File: src/rtl/fix2flt_engine_if.sv
// Start/done handshake between the host and the fix2flt_engine converter.
interface fix2flt_engine_if;
  logic        start;
  logic [15:0] data_in;
  logic        busy;
  logic        done;
  logic [15:0] flt_out;

  modport master (output start, output data_in, input busy, input done, input flt_out);
  modport slave  (input start, input data_in, output busy, output done, output flt_out);
endinterface

File: src/rtl/fix2flt_engine.sv
// Sequential 16-bit two's-complement to binary16 converter with round-to-nearest-even.
// FIX2FLT_FAST_NORM_EN selects single-cycle normalization (priority encoder + barrel shift).
//
// state | meaning
// IDLE  | waiting for start
// NORM  | left-normalizing the magnitude
// ROUND | rounding and assembling flt_out
// DONE  | result valid, waiting for next start
module fix2flt_engine #(
  parameter int BIAS = 15
) (
  input  logic             clk,
  input  logic             reset,
  fix2flt_engine_if.slave  bus
);

  typedef enum logic [1:0] {IDLE, NORM, ROUND, DONE} state_t;

  state_t      state, state_nx;
  logic        sign;
  logic [15:0] mag;
  logic [4:0]  exp;
  logic [15:0] flt_q;

  logic        accept;
  logic        norm_end;
  logic [15:0] mag_in;
  logic        round_up;
  logic [10:0] m_sum;
  logic [4:0]  exp_r;

`ifdef FIX2FLT_FAST_NORM_EN
  logic [3:0]  lz;

  // Highest set bit wins because later iterations overwrite earlier ones.
  always_comb begin
    lz = 4'd0;
    for (int i = 0; i < 16; i++) begin
      if (mag[i]) lz = 4'(15 - i);
    end
  end

  assign norm_end = 1'b1;
`else
  assign norm_end = mag[15] || (mag == 16'h0000);
`endif

  assign accept = ((state == IDLE) || (state == DONE)) && bus.start;
  assign mag_in = bus.data_in[15] ? (~bus.data_in + 16'd1) : bus.data_in;

  assign round_up = mag[4] && ((|mag[3:0]) || mag[5]);
  assign m_sum    = {1'b0, mag[14:5]} + {10'd0, round_up};
  assign exp_r    = m_sum[10] ? (exp + 5'd1) : exp;

  always_ff @(posedge clk) begin
    if (reset) state <= IDLE;
    else       state <= state_nx;
  end

  always_comb begin
    state_nx = state;
    case (state)
      IDLE:    if (bus.start) state_nx = NORM;
      NORM:    if (norm_end) state_nx = ROUND;
      ROUND:   state_nx = DONE;
      DONE:    if (bus.start) state_nx = NORM;
      default: state_nx = IDLE;
    endcase
  end

  always_ff @(posedge clk) begin
    if (reset) begin
      sign  <= 1'b0;
      mag   <= 16'h0000;
      exp   <= 5'd0;
      flt_q <= 16'h0000;
    end else if (accept) begin
      sign <= bus.data_in[15];
      mag  <= mag_in;
      exp  <= 5'(BIAS + 15);
    end else if (state == NORM) begin
`ifdef FIX2FLT_FAST_NORM_EN
      mag <= mag << lz;
      exp <= exp - {1'b0, lz};
`else
      if (!norm_end) begin
        mag <= mag << 1;
        exp <= exp - 5'd1;
      end
`endif
    end else if (state == ROUND) begin
      if (mag == 16'h0000) flt_q <= 16'h0000;
      else                 flt_q <= {sign, exp_r, m_sum[9:0]};
    end
  end

  assign bus.busy    = (state == NORM) || (state == ROUND);
  assign bus.done    = (state == DONE);
  assign bus.flt_out = flt_q;

endmodule

File: src/flat_wrapper.sv
// flat-port wrapper written by rule: the top's interface ports become plain ports
module fix2flt_engine_flat 
#(
  parameter int BIAS = 15
)
  (clk, reset, bus_start, bus_data_in, bus_busy, bus_done, bus_flt_out);
  fix2flt_engine_if bus_i ();
  input  logic clk;
  input  logic reset;
  input wire logic [$bits(bus_i.start)-1:0] bus_start;
  input wire logic [$bits(bus_i.data_in)-1:0] bus_data_in;
  output wire logic [$bits(bus_i.busy)-1:0] bus_busy;
  output wire logic [$bits(bus_i.done)-1:0] bus_done;
  output wire logic [$bits(bus_i.flt_out)-1:0] bus_flt_out;
  assign bus_i.start = bus_start;
  assign bus_i.data_in = bus_data_in;
  assign bus_busy = bus_i.busy;
  assign bus_done = bus_i.done;
  assign bus_flt_out = bus_i.flt_out;
  fix2flt_engine #(.BIAS(BIAS)) u_core (.clk(clk), .reset(reset), .bus(bus_i));
endmodule
File: config.mk
export PLATFORM = sky130hd
export DESIGN_NAME = fix2flt_engine_flat
export DESIGN_NICKNAME = d
export VERILOG_FILES = /design/src/rtl/fix2flt_engine_if.sv /design/src/rtl/fix2flt_engine.sv /design/src/flat_wrapper.sv
export SDC_FILE = /design/constraint.sdc
export NUM_CORES = 1
export LEC_CHECK = 0
export BUFFER_PORTS_ARGS = -buffer_cell sky130_fd_sc_hd__buf_4
export CAP_MARGIN = 10
export CORE_AREA = 3 3 86 128
export CTS_CLUSTER_SIZE = 10
export DETAILED_ROUTE_END_ITERATION = 7
export DIE_AREA = 0 0 89 131
export PLACE_DENSITY = 0.47
export SYNTH_ARGS = -nofsm -noshare
export SYNTH_HDL_FRONTEND = slang
export SYNTH_SLANG_ARGS = --single-unit
File: constraint.sdc
create_clock -name clk -period 4.35 [get_ports clk]
set_input_delay 0.87 -clock clk [delete_from_list [all_inputs] [get_ports clk]]
set_output_delay 0.87 -clock clk [all_outputs]
set_load 0.02 [all_outputs]
# After elaboration in Yosys (flattened, before gate mapping)
# Index checks and enable logic that the tools add are counted.
# word_totals
reg_bits,40
input_bits,19
out_inout_bits,18
# classes
n_addsub,4
eq_ne,6
n_mux,12
bitwise_logic,4
n_reduce_logical,16
# op_table
operator,n
two-way mux 16 bit,5
two-way mux 5 bit,4
adder 16 x 1 -> 16 bit (second input constant),1
logical NOT 16 bit,1
inverter 16 bit,1
adder 10 x 1 -> 11 bit,1
inequality test 2 x 1 -> 1 bit (second input constant),3
case mux 2 bit (3 select lines),1
AND reduction 2 bit,3
adder 5 x 1 -> 5 bit (second input constant),1
subtractor 5 x 1 -> 5 bit (second input constant),1
== test 2 bit (second input constant),2
logical OR 1 bit,4
two-way mux 2 bit,2
OR reduction 2 bit,2
OR reduction 4 bit,1
inverter 1 bit,3
AND reduction 3 bit,1
== test 2 x 1 -> 1 bit (second input constant),1
logical AND 1 bit,2
logical NOT 2 bit,1
nonzero test 2 bit,1

# Longest topological paths before layout
# Gate-level depths: netlist (run 1).
# logic_depth
word_depth,6
mapped_depth,9

# Worst setup path before layout (run 1)
# OpenSTA, ideal clock, no wires.
# synth_path
path_kind,input -> register
from,in bus_data_in[1]
to,reg u_core.mag[5]
setup_time_ps,103
t_arrival_ps,1951
setup_slack_ps,2295
cell_stages,5
n_path_buf,0
path_cell_list,or2_2 o41ai_1 xnor2_1 nor2_1 a2111oi_2
# synth_between
elab_chain_len,4
# synth_lines
element,line_no,source
from (decl),flat_wrapper.sv:11,input wire logic [$bits(bus_i.data_in)-1:0] bus_data_in;
inverter 16 bit,fix2flt_engine.sv:49,assign mag_in = bus.data_in[15] ? (~bus.data_in + 16'd1) : bus.data_in;
adder 16 x 1 -> 16 bit,fix2flt_engine.sv:49,
two-way mux 16 bit,fix2flt_engine.sv:49,
two-way mux 16 bit,fix2flt_engine.sv:77,end else if (accept) begin
to (signal assigned),fix2flt_engine.sv:79,mag <= mag_in;
to (signal assigned),fix2flt_engine.sv:87,mag <= mag << 1;
to (decl),fix2flt_engine.sv:21,logic [15:0] mag;
# Every way passes these cells.
# A chain may end at the register's enable or synchronous reset.

# Worst setup path after layout (run 1)
# layout_path
from,reg u_core.state[0]
to,out bus_busy
# layout_between
elab_chain_len,2
word_cells_on_any_way,3
classes_between,eq/ne (2); reduce/logical (1)
# layout_lines
element,line_no,source
from (decl),fix2flt_engine.sv:19,"state_t state, state_nx;"
from (signal assigned),fix2flt_engine.sv:57,else state <= state_nx;
== test 2 x 1 -> 1 bit / == test 2 bit (equally long branches),fix2flt_engine.sv:97,assign bus.busy = (state == NORM) || (state == ROUND);
logical OR 1 bit (*),fix2flt_engine.sv:97,
to (decl),flat_wrapper.sv:12,output wire logic [$bits(bus_i.busy)-1:0] bus_busy;
# Mark *: on every way between the ends. The rest lies on a longest branch, timed or not.

==> results of run 1 <==
==> Yosys cell counts (3+ instances only) <==
master      n
buf_6       4
dfxtp_1    40
o21ai_0    10
a211oi_1   12
ha_1        8
xnor2_1    11
nand3_1     7
clkbuf_8    3
clkbuf_1    6
mux2i_1     4
nor3_1     16
nor2_1     30
nand4_1     5
and2_1      3
xor2_1     17
o32ai_1     3
nor4_4      3
a21oi_1    11
inv_1      14
nand2_1    23
nand2b_1    5
a2111oi_2   4
==> state kept, by name (all words and copies together) (netlist names) <==
register	count
u_core.bus.flt_out	16
u_core.exp	5
u_core.mag	16
u_core.sign	1
u_core.state	2
==> power breakdown <==
part,internal [mW],switching [mW],total (mW)
clock network,0.208,0.137,0.345
logic,0.405,0.577,0.983
registers,0.502,0.188,0.690
==> layer usage <==
| metal | part of all wire [%] | up-vias | wire (um) | global-route usage, % |
|---|---|---|---|---|
| met1 | 44 | 943 | 2670 | 13.1 |
| met4 | 1.5 | 0 | 91 | 4.73 |
| met2 | 51 | 34 | 3110 | 19.2 |
| met3 | 3.2 | 4 | 192 | 2.20 |
| li1 | - | 1059 | - | - |
| met5 | 0 | - | 0 | 0 |
==> path summary, 6_finish.rpt <==
kind                                       startpoint  depth (start not counted)                             endpoint  slack (ps)
setup / recovery         u_core.state[0]$_SDFFE_PP0P_                          4                             bus_busy        2150
hold / removal    u_core.bus.flt_out[14]$_SDFFE_PP0P_                          2  u_core.bus.flt_out[14]$_SDFFE_PP0P_         460
setup reg to reg         u_core.state[0]$_SDFFE_PP0P_                          6          u_core.mag[14]$_SDFFE_PP0P_        2180
hold reg to reg   u_core.bus.flt_out[14]$_SDFFE_PP0P_                          2  u_core.bus.flt_out[14]$_SDFFE_PP0P_         460
==> final cells by class <==
class | count | area (sq um) | share of cell area (%)
Multi-Input combinational cell | 212 | 1490 | 51.3
Inverter | 14 | 52.6 | 1.81
Sequential cell | 40 | 801 | 27.6
Clock buffer | 6 | 129 | 4.44
Clock inverter | 1 | 5.00 | 0.173
Tap cell | 117 | 146 | 5.05
Timing Repair Buffer | 37 | 278 | 9.58
==> cells by family (layout without fill, tap and decap cells) <==
family | after synthesis | count (layout) | share of synthesized area (%)
mux | 4 | 4 | 1.62
simple gates | 108 | 108 | 24.0
compound gates | 64 | 64 | 20.7
xor+xnor | 28 | 28 | 9.93
buf+inv | 30 | 58 | 7.25
fa+ha+maj | 8 | 8 | 4.05
flops | 40 | 40 | 32.4
==> worst reg2reg max path: stages (launching register included) <==
cell and delay [ps]:
dfxtp_1 420, inv_1 70, ha_1 310, nand2_1 440, a31o_2 450, a211oi_1 230
o311a_2 200
==> impl_metrics.ini, run 1 <==
[clocking]
ctsRootBufferMaster = clkbuf_16
cts_hold_buf = 0
numCtsBuffers = 5
clock_sinks = 40
clkTransAtPathRegs_ps = 60
clk_latency_ps = 280
cts_tree = built
post_cts.repair.setup_buffers = 0
htreeDepth = 2
clockBufferDepth = 2
ctsResizeCount = 0

[setup_path]
start_kind = flop
end_kind = output port
cp_max_fo = 5
crit_type = reg -> out
critPathTopFamily = flip-flops
path_cells = inv_1 > ha_1 > inv_1 > buf_4
cpMostUsedCell = inv_1
worstPathRequired_ps = 3480
crit_slowest_cell = dfxtp_1
path_buf_inv = 3
cpPeakStageDelay_ps = 420
worst-endpoint-arrival_ps = 1330

[timing]
hold_viol = 0
grt_setup_unrepaired = false
hold_ws_ps = 459
slew_headroom_pct = 46.3
finalCriticalPeriod_ps = 2200
setup_slack_ps = 2150
setup_violations = 0
fmax_mhz = 454
slew_violations = 0
finalSetupTns_ps = 0
tightestPinTransition_ps = 806
clock_skew_ps = 3.40
fin_crit_sh_pct = 50.7

[place]
gp_congestion = 0.755
dpl_cell_area_sq_um = 2770
dp_hpwl_mm = 4.55
dpl_worst_slack_ps = 1960
dp.cells = 420
numPortBuffers = 36

[detailed_routing]
route.vias.total = 2040
totalWireLength_mm = 6.07
drt_iter0_drc = 68
firstDrtPassIters = 4
drc_errors = 0
avgRoutedWirePerCell_um = 14.2
routed_via_density = 4.78
ant_nets = 0

[logic_synthesis]
ys_seq_area_share_pct = 32.4
syn-cell-area_sq_um = 2470
ys.flop_type = dfxtp_1
syn_avg_cell_area_sq_um = 8.75
ys_ff_latch = 40
syn_nets = 309
synth_edf_count = 0
async_reset_ff_share_pct = 0
synth_area_leaders = dfxtp_1, xor2_1, nor2_1, ha_1, xnor2_1
ys_warn_count = 0
yosysTopAreaCellShare_pct = 32.4
synth_area_leader_cell = dfxtp_1
ys_types = 56
syn-instance-count = 282

[final_layout]
final_common_cell = dfxtp_1
finalInstanceArea_sq_um = 2900
drive_above_1_share_pct = 21.6
nNetsFinal = 337
area_delta_synth_final_pct = 17.5
final_util_pct = 28.8
final_cell_mix = dfxtp_1, buf_4, nor2_1
fillers = 1127
antenna_cells = 0
final_cells = 427

[grt]
grt_util_all_layers_pct = 11.1
antenna_found_initial = 0
grt_pass1_wl_mm = 9.97
grt_max_degree = 32
grt_overflow = 0
grt_pass1_vias = 2012

[floorplanning]
ioPinCount = 37
dieArea_sq_um = 11700
die_h_um = 131
start_util_pct = 24.5
row_count = 45
die_w_um = 89
core_sq_um = 10100

[status]
outcome = completed

[pwr]
power_density_nw_per_um2 = 696
ir_drop_mv = 0.160
p_leak_nw = 1.10
finalPower_mw = 2.02

[min_path]
hold_path_class = reg -> reg

[run]
max_cap_viol_count = 0
Power figures use the tool's default switching activity.
==> run 2, diff against run 1 <==
--- a/config.mk
+++ b/config.mk
@@ -5,13 +5,14 @@
 export SDC_FILE = /design/constraint.sdc
 export NUM_CORES = 1
 export LEC_CHECK = 0
+export ABC_AREA = 1
 export BUFFER_PORTS_ARGS = -buffer_cell sky130_fd_sc_hd__buf_4
 export CAP_MARGIN = 10
-export CORE_AREA = 3 3 86 128
+export CORE_AREA = 3 3 87 130
 export CTS_CLUSTER_SIZE = 10
 export DETAILED_ROUTE_END_ITERATION = 7
-export DIE_AREA = 0 0 89 131
-export PLACE_DENSITY = 0.47
+export DIE_AREA = 0 0 90 133
+export PLACE_DENSITY = 0.48
 export SYNTH_ARGS = -nofsm -noshare
 export SYNTH_HDL_FRONTEND = slang
 export SYNTH_SLANG_ARGS = --single-unit
==> constraint.sdc (replaced) <==
create_clock -name clk -period 1.9 [get_ports clk]
set_input_delay 0.38 -clock clk [delete_from_list [all_inputs] [get_ports clk]]
set_output_delay 0.38 -clock clk [all_outputs]
set_load 0.02 [all_outputs]
==> run 2 against run 1 <==
Against the previous run: non-clock buffer count grew 16; synthesized cell count increased by 45%; sequential power grew 84%; global-route usage is 0.86 points higher; sequential cell count did not move; core utilization rose by 2.6 points; critical path depth is 5 higher; synthesized area is 3.4% higher; register-to-register slack got worse by 2000 ps; cell count is 39% higher; via count grew 29%.
==> impl_metrics.ini, run 2 <==
[final_layout]
antenna_cells = 0
final_util_pct = 31.3
final_common_cell = nand2_1
area_delta_synth_final_pct = 25.8
final_cell_mix = nand2_1, nand3_1, buf_4
nNetsFinal = 479
drive_above_1_share_pct = 16.1
final_cells = 594

[clocking]
numCtsBuffers = 5
clock_sinks = 40
cts_hold_buf = 0
clockBufferDepth = 2
clk_latency_ps = 290
cts_tree = built
clkTransAtPathRegs_ps = 60
ctsRootBufferMaster = clkbuf_16
htreeDepth = 2

[logic_synthesis]
syn-instance-count = 408
ys_ff_latch = 40
yosysTopAreaCellShare_pct = 31.4
ys_types = 33
ys_warn_count = 0
async_reset_ff_share_pct = 0
synth_area_leaders = dfxtp_1, nand2_1, nand3_1, inv_1, a21oi_1
syn_nets = 435
ys.flop_type = dfxtp_1
synth_edf_count = 0
synth_common_cells = nand2_1, nand3_1, inv_1
syn-cell-area_sq_um = 2550
ys_seq_area_share_pct = 31.4
syn_avg_cell_area_sq_um = 6.26
yosysMostFrequentCell = nand2_1
synth_area_leader_cell = dfxtp_1

[setup_path]
reg2reg_slack_ps = 170
path_cells = inv_1 > ha_1 > nand2_1 > clkinvlp_4 > buf_4 > nand2_1 > o31ai_1 > nand3_1 > nand2_1
cpPeakStageDelay_ps = 330
end_kind = flop
crit_type = reg -> reg
crit_slowest_cell = dfxtp_1
cp_max_fo = 12
path_buf_inv = 3
cpMostUsedCell = nand2_1
worst-endpoint-arrival_ps = 1960
critPathTopFamily = buffers and inverters
start_kind = flop
worstPathRequired_ps = 2130

[grt]
antenna_found_initial = 0
grt_overflow = 0
grt_util_all_layers_pct = 12.0
grt_max_degree = 33
grt_pass1_vias = 2576
grt_pass1_wl_mm = 11.9

[floorplanning]
core_sq_um = 10200
row_count = 45
ioPinCount = 37
start_util_pct = 24.9
die_h_um = 133
dieArea_sq_um = 12000
die_w_um = 90

[pwr]
pwr-share-clk_pct = 19.8
switchingPower_mw = 1.86
p_seq_share_pct = 29.6
p_int_mw = 2.43
p_leak_nw = 1.43
swShare_pct = 43.3
power_density_nw_per_um2 = 1330
ir_drop_mv = 0.379
comb_power_share_pct = 50.6

[timing]
finalCriticalPeriod_ps = 1730
fmax_mhz = 579
setup_slack_ps = 174
finalSetupTns_ps = 0
slew_violations = 0
clock_skew_ps = 3.79
hold_viol = 0
setup_violations = 0
tightestPinTransition_ps = 385
fin_crit_sh_pct = 90.8
slew_headroom_pct = 74.1
grt_setup_unrepaired = false

[detailed_routing]
drc_errors = 0
ant_nets = 0
avgRoutedWirePerCell_um = 11.7
routed_via_density = 4.41
drt_iter0_drc = 131
totalWireLength_mm = 6.92
firstDrtPassIters = 4
route.vias.total = 2622

[place]
numPortBuffers = 36
dp_hpwl_mm = 5.29
gp_congestion = 0.796
dpl_worst_slack_ps = 160
dp.cells = 582

[status]
outcome = completed

[min_path]
hold_path_class = in -> reg

[run]
max_cap_viol_count = 0
run 2: changes by cell type after synthesis, sizes merged, moves of 12 or more:
cell | before | now
a211oi | 13 | 1
a21oi | 13 | 33
inv | 14 | 52
nand2 | 24 | 106
nand3 | 9 | 55
nor3 | 18 | 4
o21ai | 11 | 24
xor2 | 17 | 4
run 2: repair_timing:
action                                  CTS  global route
gates resized for setup                   0             1
buffers inserted                          0             4
endpoints found under the setup margin    0             1
run 2: worst paths after layout:
kind                                       start  depth (start not counted)                             endpoint
max                 u_core.state[0]$_SDFFE_PP0P_                          9          u_core.mag[15]$_SDFFE_PP0P_
min                               bus_data_in[0]                          3           u_core.mag[0]$_SDFFE_PP0P_
min reg2reg  u_core.bus.flt_out[14]$_SDFFE_PP0P_                          2  u_core.bus.flt_out[14]$_SDFFE_PP0P_
max reg2reg         u_core.state[0]$_SDFFE_PP0P_                          9          u_core.mag[15]$_SDFFE_PP0P_
run 2: per-layer routing:
metal / global-route usage (%) / wire length (um) / part of all wire, %
met1: 13.4 / 3100 / 45
met2: 21.3 / 3420 / 49
met3: 2.67 / 255 / 3.7
met4: 5.45 / 146 / 2.1
met5: 0 / 0 / 0
run 2: cells by family after synthesis:
kind of cell / share of synthesized area [%]
AND/OR/NAND/NOR: 36.9
buffers and inverters: 11.0
AO/OA/AOI/OAI: 14.7
flip-flops: 31.4
adder cells (fa/ha/maj): 3.92
XOR/XNOR: 2.06
run 2: per-stage QoR:
stage	area [sq um]	hold WS [ps]	total power, mW
6_report	3210	362	4.28
5_1_grt	3210	376	4.69
4_1_cts	3180	362	4.28
3_5_place_dp	3030	458	3.40
3_3_place_gp	3030	459	3.38
2_1_floorplan	2550	440	2.75
run 2: power by group through the flow:
stage                     Combinational (mW)  Sequential (mW)  Clock [mW]
after floorplan                         1.49             1.26           0
after global placement                  2.10             1.28           0
after detailed placement                2.11             1.29           0
after CTS                               2.13             1.27       0.881
after global routing                    2.47             1.30       0.908
final                                   2.17             1.27       0.850
run 2: cell type report:
| cell class | instances | area, sq um |
|---|---|---|
| fillers | 1189 | 7040 |
| multi-input cells | 298 | 1470 |
| flip-flops and latches | 40 | 801 |
| repair buffers | 53 | 410 |
| inverters | 54 | 206 |
| well taps | 141 | 176 |
| clock buffers | 8 | 146 |
run 2: worst min-delay path, delay by kind of cell:
family | cells | cell delay (ps)
AND/OR/NAND/NOR | 1 | 50
AO/OA/AOI/OAI | 1 | 50
buffers and inverters | 1 | 120
==> run 3, diff against run 2 <==
--- a/config.mk
+++ b/config.mk
@@ -5,13 +5,13 @@
 export SDC_FILE = /design/constraint.sdc
 export NUM_CORES = 1
 export LEC_CHECK = 0
-export ABC_AREA = 1
+export ABC_AREA = 0
 export BUFFER_PORTS_ARGS = -buffer_cell sky130_fd_sc_hd__buf_4
-export CAP_MARGIN = 10
-export CORE_AREA = 3 3 87 130
+export CAP_MARGIN = 20
+export CORE_AREA = 3 3 86 128
 export CTS_CLUSTER_SIZE = 10
 export DETAILED_ROUTE_END_ITERATION = 7
-export DIE_AREA = 0 0 90 133
+export DIE_AREA = 0 0 89 131
 export PLACE_DENSITY = 0.48
 export SYNTH_ARGS = -nofsm -noshare
 export SYNTH_HDL_FRONTEND = slang
==> run 3 against run 2 <==
Against the previous run: clock skew grew 1.3 ps; clock power grew 11%; critical path depth decreased by 1; sequential power grew 13%; wire length is 9.0% lower; cell area shrank 0.12%; via count fell by 17%; global-route usage down 0.34 points; fmax down 1.4%; die area is 2.6% lower.
==> impl_metrics.ini, run 3 (synthesis results as in run 1) <==
[final_layout]
final_common_cell = buf_4
area_delta_synth_final_pct = 29.9
final_cell_mix = buf_4, dfxtp_1, nor2_1
finalInstanceArea_sq_um = 3210
fillers = 1091
nNetsFinal = 371
antenna_cells = 0
drive_above_1_share_pct = 29.9

[detailed_routing]
drt_iter0_drc = 36
route.vias.total = 2174
topRoutingLayerUsed = met4
firstDrtPassIters = 4
routed_via_density = 4.71
met2WireLength_mm = 3.26
avgRoutedWirePerCell_um = 13.6
drc_errors = 0
drt-met1-wl_mm = 2.68
ant_nets = 0
totalWireLength_mm = 6.30
wl_met3_um = 206

[place]
gp_congestion = 0.784
dpl_cell_area_sq_um = 3000
numPortBuffers = 36
dp_hpwl_mm = 4.92

[timing]
finalSetupTns_ps = 0
slew_violations = 0
clock_skew_ps = 5.14
fmax_mhz = 571
setup_violations = 0
finalCriticalPeriod_ps = 1750
hold_viol = 0
grt_setup_unrepaired = false
tightestPinTransition_ps = 454
slew_headroom_pct = 69.6
fin_crit_sh_pct = 92.1

[setup_path]
rr_startpoint = u_core.state[0]$_SDFFE_PP0P_
reg2regPathDepth = 8
end_kind = flop
crit_type = reg -> reg
worst-endpoint-arrival_ps = 1960
cp_max_fo = 6
rr_endpoint = u_core.mag[15]$_SDFFE_PP0P_
start_kind = flop
reg2reg_slack_ps = 150
worstPathRequired_ps = 2110

[grt]
grt_pass1_vias = 2183
grt_max_degree = 32
grt_pass1_wl_mm = 10.5
antenna_found_initial = 0
grt_overflow = 0
grt_util_all_layers_pct = 11.6

[min_path]
worstHoldStart = bus_data_in[0]
hold_path_class = in -> reg
min_delay_worst_endpoint = u_core.mag[0]$_SDFFE_PP0P_
worstHoldPathCells = 3

[floorplanning]
dieArea_sq_um = 11700
ioPinCount = 37
start_util_pct = 24.5
row_count = 45
die_h_um = 131
die_w_um = 89
core_sq_um = 10100

[clocking]
cts_tree = built
clk_latency_ps = 280
numCtsBuffers = 5
clkTransAtPathRegs_ps = 60
ctsRootBufferMaster = clkbuf_16
htreeDepth = 2
clock_sinks = 40
clockBufferDepth = 2

[pwr]
power_density_nw_per_um2 = 1660
p_leak_nw = 1.29
ir_drop_mv = 0.416

[status]
outcome = completed

[run]
max_cap_viol_count = 0
==> run 3: cell types whose count changed in the layout (fill, tap and decap cells not counted), sizes merged, moves of 6 or more <==
cell / before / now
nand4: 12 / 5
nand2: 106 / 24
buf: 53 / 71
nor3: 4 / 18
inv: 52 / 14
a211oi: 1 / 13
nor4: 0 / 6
xor2: 4 / 17
a21oi: 33 / 13
nand3: 55 / 9
o21ai: 24 / 11
xnor2: 2 / 11
==> run 3: worst max path at each step <==
stage / cells past startpoint / endpoint / startpoint
2_1_floorplan: 7 / u_core.mag[7]$_SDFFE_PP0P_ / u_core.state[0]$_SDFFE_PP0P_
3_3_place_gp: 5 / u_core.mag[13]$_SDFFE_PP0P_ / u_core.mag[10]$_SDFFE_PP0P_
3_5_place_dp: 6 / u_core.state[1]$_SDFFE_PP0P_ / u_core.mag[10]$_SDFFE_PP0P_
4_1_cts: 7 / u_core.bus.flt_out[14]$_SDFFE_PP0P_ / u_core.mag[4]$_SDFFE_PP0P_
5_1_grt: 8 / u_core.mag[15]$_SDFFE_PP0P_ / u_core.state[0]$_SDFFE_PP0P_
6_report: 8 / u_core.mag[15]$_SDFFE_PP0P_ / u_core.state[0]$_SDFFE_PP0P_
==> run 3: power breakdown <==
group          internal (mW)  switching [mW]
Sequential              1.15           0.291
Combinational           1.37            1.57
Clock                  0.617           0.327
Total                   3.14            2.18
==> run 3: through the flow <==
stage / util (%) / hold slack, ps / worst slack [ps] / cells / power, mW
global placement: 29.7 / 449 / 52.5 / 449 / 4.30
floorplan: - / 437 / 7.78 / 282 / 3.39
finish: 31.8 / 370 / 150 / 462 / 5.33
detailed placement: 29.7 / 454 / 2.31 / 449 / 4.32
global route: 31.8 / 386 / 6.84 / 462 / 5.76
CTS: 31.4 / 366 / 107 / 457 / 5.31
==> run 3: final cells by class <==
type / count / area, sq um / area share, %
Sequential cell: 40 / 802 / 25.0
Tap cell: 117 / 146 / 4.56
Clock buffer: 6 / 129 / 4.02
Inverter: 14 / 52.6 / 1.64
Multi-Input combinational cell: 212 / 1500 / 46.7
Timing Repair Buffer: 71 / 546 / 17.0
Clock inverter: 2 / 35.0 / 1.09
==> run 3: routing by layer <==
metal	vias up	track usage, %
li1	1129	-
met3	8	2.13
met2	34	21.0
met4	0	4.91
met1	1003	13.1
met5	-	0
==> run 3: what timing repair did <==
action | 4_1_cts | 5_1_grt
pin swaps | 0 | 2
resized for setup | 1 | 1
hold buffers | 0 | 0
buffers inserted | 0 | 5
setup endpoints to repair | 1 | 5
==> run 3: worst max-delay path: stages, from the launching register on <==
cell and delay [ps]:
dfxtp_1 360, inv_1 50, ha_1 300, nand2_1 120, buf_4 190, nor2_1 170
nand4_1 120, o22a_1 210, nor3_1 150
